`src/rtl/halflife_pkg.sv`:
```
// halflife_pkg: shared FSM state type, default widths and saturation constant for the half-life meter
package halflife_pkg;
    localparam int DW_DEF  = 8;
    localparam int CW_DEF  = 11;
    localparam int CNT_MAX = 2**CW_DEF - 1;
    typedef enum logic [1:0] {IDLE, ARM, MEASURE, DONE} state_t;
endpackage

```
`src/rtl/halflife_sat_cnt.sv`:
```
// halflife_sat_cnt: CW-bit up counter that saturates at all-ones
// ports: clk, rst (async, active-high), clr (sync clear), en (count), q (value), at_max (q is all-ones)
module halflife_sat_cnt #(
    parameter int CW = 11
) (
    input  logic          clk,
    input  logic          rst,
    input  logic          clr,
    input  logic          en,
    output logic [CW-1:0] q,
    output logic          at_max
);
    assign at_max = &q;
    always_ff @(posedge clk or posedge rst)
        if (rst) q <= '0;
        else q <= clr ? '0 : (en && !at_max) ? q + 1'b1 : q;
endmodule

```
`src/rtl/halflife_meter.sv`:
```
// halflife_meter: counts valid samples until a decaying sample falls to half its reference value
// ports: clk, rst (async, active-high); start/abort control; sample_valid/sample input stream;
//        busy (ARM or MEASURE), done (one-cycle result pulse), halflife/ref_val/timeout/zero_ref results
module halflife_meter
    import halflife_pkg::*;
#(
    parameter int DW = DW_DEF,
    parameter int CW = CW_DEF
) (
    input  logic          clk,
    input  logic          rst,
    input  logic          start,
    input  logic          abort,
    input  logic          sample_valid,
    input  logic [DW-1:0] sample,
    output logic          busy,
    output logic          done,
    output logic [CW-1:0] halflife,
    output logic [DW-1:0] ref_val,
    output logic          timeout,
    output logic          zero_ref
);
    state_t        state, state_n;
    logic [DW-1:0] thr;
    logic [CW-1:0] cnt, hl_n;
    logic          clr, cap, fin, to_n, zr_n, at_max;

    halflife_sat_cnt #(.CW(CW)) u_cnt (
        .clk    (clk),
        .rst    (rst),
        .clr    (clr),
        .en     (state == MEASURE && sample_valid && !abort),
        .q      (cnt),
        .at_max (at_max)
    );

    assign busy = (state == ARM) || (state == MEASURE);

    // abort is tested first in ARM/MEASURE so it wins over capture and completion
    always_comb begin
        state_n = state;
        clr     = 1'b0;
        cap     = 1'b0;
        fin     = 1'b0;
        hl_n    = '0;
        to_n    = 1'b0;
        zr_n    = 1'b0;
        case (state)
            IDLE, DONE: begin
                if (start) begin
                    state_n = ARM;
                    clr     = 1'b1;
                end
            end
            ARM: begin
                if (abort) state_n = IDLE;
                else if (sample_valid) begin
                    cap = 1'b1;
                    if (sample == '0) begin
                        state_n = DONE;
                        fin     = 1'b1;
                        zr_n    = 1'b1;
                    end else state_n = MEASURE;
                end
            end
            MEASURE: begin
                if (abort) state_n = IDLE;
                // counter already holds 2^CW-1 valid samples without halving
                else if (at_max) begin
                    state_n = DONE;
                    fin     = 1'b1;
                    hl_n    = cnt;
                    to_n    = 1'b1;
                end else if (sample_valid && sample <= thr) begin
                    state_n = DONE;
                    fin     = 1'b1;
                    hl_n    = cnt + 1'b1;
                end
            end
            default: state_n = IDLE;
        endcase
    end

    always_ff @(posedge clk or posedge rst)
        if (rst) begin
            state    <= IDLE;
            done     <= 1'b0;
            thr      <= '0;
            ref_val  <= '0;
            halflife <= '0;
            timeout  <= 1'b0;
            zero_ref <= 1'b0;
        end else begin
            state <= state_n;
            done  <= fin;
            if (cap) begin
                ref_val <= sample;
                thr     <= sample >> 1;
            end
            if (fin) begin
                halflife <= hl_n;
                timeout  <= to_n;
                zero_ref <= zr_n;
            end
        end
endmodule

```
`config.mk`:
```
export PLATFORM = sky130hd
export DESIGN_NAME = halflife_meter
export DESIGN_NICKNAME = d
export VERILOG_FILES = /design/src/rtl/halflife_pkg.sv /design/src/rtl/halflife_sat_cnt.sv /design/src/rtl/halflife_meter.sv
export SDC_FILE = /design/constraint.sdc
export NUM_CORES = 1
export LEC_CHECK = 0
export CAP_MARGIN = 20
export CORE_ASPECT_RATIO = 2
export CORE_MARGIN = 3
export CORE_UTILIZATION = 40
export DETAILED_ROUTE_END_ITERATION = 8
export GPL_TIMING_DRIVEN = 0
export PLACE_DENSITY = 0.78
export SETUP_SLACK_MARGIN = 0.02
export SKIP_CTS_REPAIR_TIMING = 1
export SLEW_MARGIN = 20
export SYNTH_ARGS = -nofsm -noshare
export SYNTH_HDL_FRONTEND = slang
export SYNTH_SLANG_ARGS = --single-unit
```
`constraint.sdc`:
```
create_clock -name clk -period 2 [get_ports clk]
set_input_delay 0.2 -clock clk [delete_from_list [all_inputs] [get_ports clk]]
set_output_delay 0.2 -clock clk [all_outputs]
set_load 0.1 [all_outputs]
```
==> results.ini <==
[die]
die_h_um=106
design.die.area_um2=5890
start_util_pct=42.3
core_um2=4690
rows=35
fp.dieW_um=55.8
num_io_pins=36

[clock_tree]
clockBufferDepth=2
clockRootBuffer=clkbuf_8
cts_tree=done
insertion_delay_ns=0.29
cts-buffers-inserted=5
path_clk_slew_ns=0.07
htree_levels=2
clock-sinks=35

[setup_path]
required_ns=2.17
cpPeakStageDelay_ns=0.51
worst_setup_path_end_kind=register
rr_worst_depth=9
crit_arrival_ns=2.44
crit_path_cell_trace=clkdlybuf4s50_1, ha_4, nand4b_4, o221a_1, o31a_1, o31a_1, nand2b_4, buf_8, mux2_4
cp_slowest_cell=clkdlybuf4s50_1
crit_top_cell=o31a_1
start_kind=input port
worstPathMaxFanout=7
path_class=in -> reg

[yosys]
synth_cell_type_count=38
synth_seq_area_share_pct=44.2
syn_avg_cell_area_um2=9.87
syn_nets=224
synthTopCellsByArea=dfrtp_1 44%, ha_1 6.3%, mux2_2 4.0%
yosysTopAreaCellShare_pct=44.2
netlist_instances=201
synth_area_leader_cell=dfrtp_1
syn-cell-area_um2=1980
ys_seq_elements=35
synth_warnings=0

[placed_design]
place_congestion=0.821
dp_slack_ns=-0.705
io_buffers=34
place_hpwl_um=3620

[timing]
drv_slew=0
setup_slack_ns=-0.271
max_freq_mhz=440
fin_worst_skew_ns=0.0145
worst_pin_slew_ns=0.976
min_period_ns=2.27
period_share_pct=114
hold_violations=0
grt_setup_unrepaired=true
finalSetupTns_ns=-2.18
setup_viol_count_final=15
relSlewSlack_pct=34.8

[grt]
grt_pass1_wl_um=8270
grtUsageTotal_pct=17.6
grt_pass1_vias=1845
grt_max_degree=36
grt_overflow=0
antenna_found_initial=0

[layout]
layout-drive-gt1-share_pct=26.5
fin_nets=271
syn_to_final_growth_pct=40.7
diodes=0
post-route-util_pct=59.5
n_fill_cell=357

[worst_hold_path]
min_path_type=in -> reg
holdPathStages=2

[power]
power.density_nw_per_um2=1320
vdd_ir_drop_max_mv=1.21
power_leakage_nw=1.45

[routing]
routed-via-count=1688
ant_nets=0
wl_um=4890
drt-initial-drc-count=77
vias_per_cell=5.55
drc=0
routedWlPerCell_um=16.1
first_pass_iters=5

[status]
status=complete, but fails checks
failed_checks=setup timing

[run]
drv_cap=0

per-stage QoR:
step	cells	hold slack (ns)	cell area (µm²)	total power, mW
floorplan	201	0.351	2040	2.50
global placement	290	0.471	2450	2.91
detailed placement	290	0.490	2450	2.95
CTS	298	0.361	2570	3.61
global route	304	0.341	2790	3.86
finish	304	0.301	2790	3.70
logic make-up (layout without fill, tap and decap cells):
logic type / Yosys count / in the layout / synth area share, %
buffers and inverters: 24 / 72 / 5.36
muxes: 12 / 12 / 7.51
xor gates and xnor gates: 13 / 13 / 5.74
DFF: 35 / 35 / 44.2
and+or+nand+nor: 63 / 63 / 16.8
AOI/OAI and AO/OA: 44 / 44 / 14.1
adders and majority gates: 10 / 10 / 6.31
cell type report:
type | instances | area (µm²) | share of cell area [%]
clock inverter | 2 | 35.0 | 1.26
multi-input combinational | 142 | 1140 | 40.9
inverter | 18 | 76.3 | 2.74
sequential | 35 | 896 | 32.1
timing repair buffer | 40 | 442 | 15.8
buffer | 6 | 50.0 | 1.79
tap | 55 | 68.8 | 2.47
clock buffer | 6 | 82.6 | 2.96
state kept, by name (all words and copies together) (netlist names):
register	count
u_cnt.q	11
state	2
timeout	1
zero_ref	1
ref_val	8
done	1
halflife	11
placed cells by master, fill, tap and decap left out, types with 3 or more instances in the layout:
master	netlist	final
a21oi_1	13	11
a31oi_1	4	3
and3_1	6	6
buf_4	0	5
buf_6	2	3
clkbuf_8	0	6
clkdlybuf4s50_1	0	10
dfrtp_1	35	27
dfrtp_2	0	4
dfrtp_4	0	4
dlymetal6s2s_1	0	23
ha_1	10	5
ha_4	0	4
inv_1	18	12
inv_2	0	3
mux2_2	7	7
mux2_4	4	4
nand2_1	14	14
nand3_1	12	10
nor2_1	13	11
nor3_2	0	3
o21ai_0	12	11
o31ai_1	4	3
or3_1	4	4
xnor2_1	6	6
xor2_1	7	7
critical path, delay by kind of cell:
kind                       cells  cell delay, ns
buffers and inverters          2            0.65
adders and majority gates      1            0.33
and+or+nand+nor                2            0.25
AOI/OAI and AO/OA              3            0.72
muxes                          1            0.29
power by group:
| group | internal [mW] | switching [mW] |
|---|---|---|
| combinational | 0.587 | 1.45 |
| clock | 0.404 | 0.267 |
| sequential | 0.876 | 0.108 |
synth_stat cells:
master / count
a2111o_1: 1
a21boi_0: 1
a21o_1: 1
a21oi_1: 13
a222oi_1: 1
a31oi_1: 4
a32o_1: 1
and2_1: 1
and3_1: 6
and4_1: 1
buf_2: 1
buf_6: 2
clkbuf_1: 3
dfrtp_1: 35
ha_1: 10
inv_1: 18
mux2_2: 7
mux2_4: 4
mux2i_1: 1
nand2_1: 14
nand2b_1: 1
nand2b_4: 1
nand3_1: 12
nand4b_4: 1
nor2_1: 13
nor2b_1: 3
nor3_1: 4
nor4_1: 2
o21ai_0: 12
o21ai_1: 1
o221a_1: 1
o2bb2ai_1: 1
o31a_1: 2
o31ai_1: 4
o32a_1: 1
or3_1: 4
xnor2_1: 6
xor2_1: 7
worst paths after layout:
check | from | to | slack, ns
hold reg to reg | ref_val[0] | ref_val[0] | 0.50
min in group asynchronous | rst | state[1] | 0.33
max in group asynchronous | rst | ref_val[7] | 1.11
hold / removal | sample[5] | ref_val[5] | 0.30
setup / recovery | sample[6] | halflife[4] | -0.27
setup reg to reg | ref_val[6] | halflife[4] | -0.27
per-layer routing:
layer	part of all wire [%]	track usage (%)
met5	0	0
met4	5.3	10.4
met3	3.5	2.21
met2	58	34.2
met1	33	16.7
No activity file was read; power rests on OpenSTA's default activity.
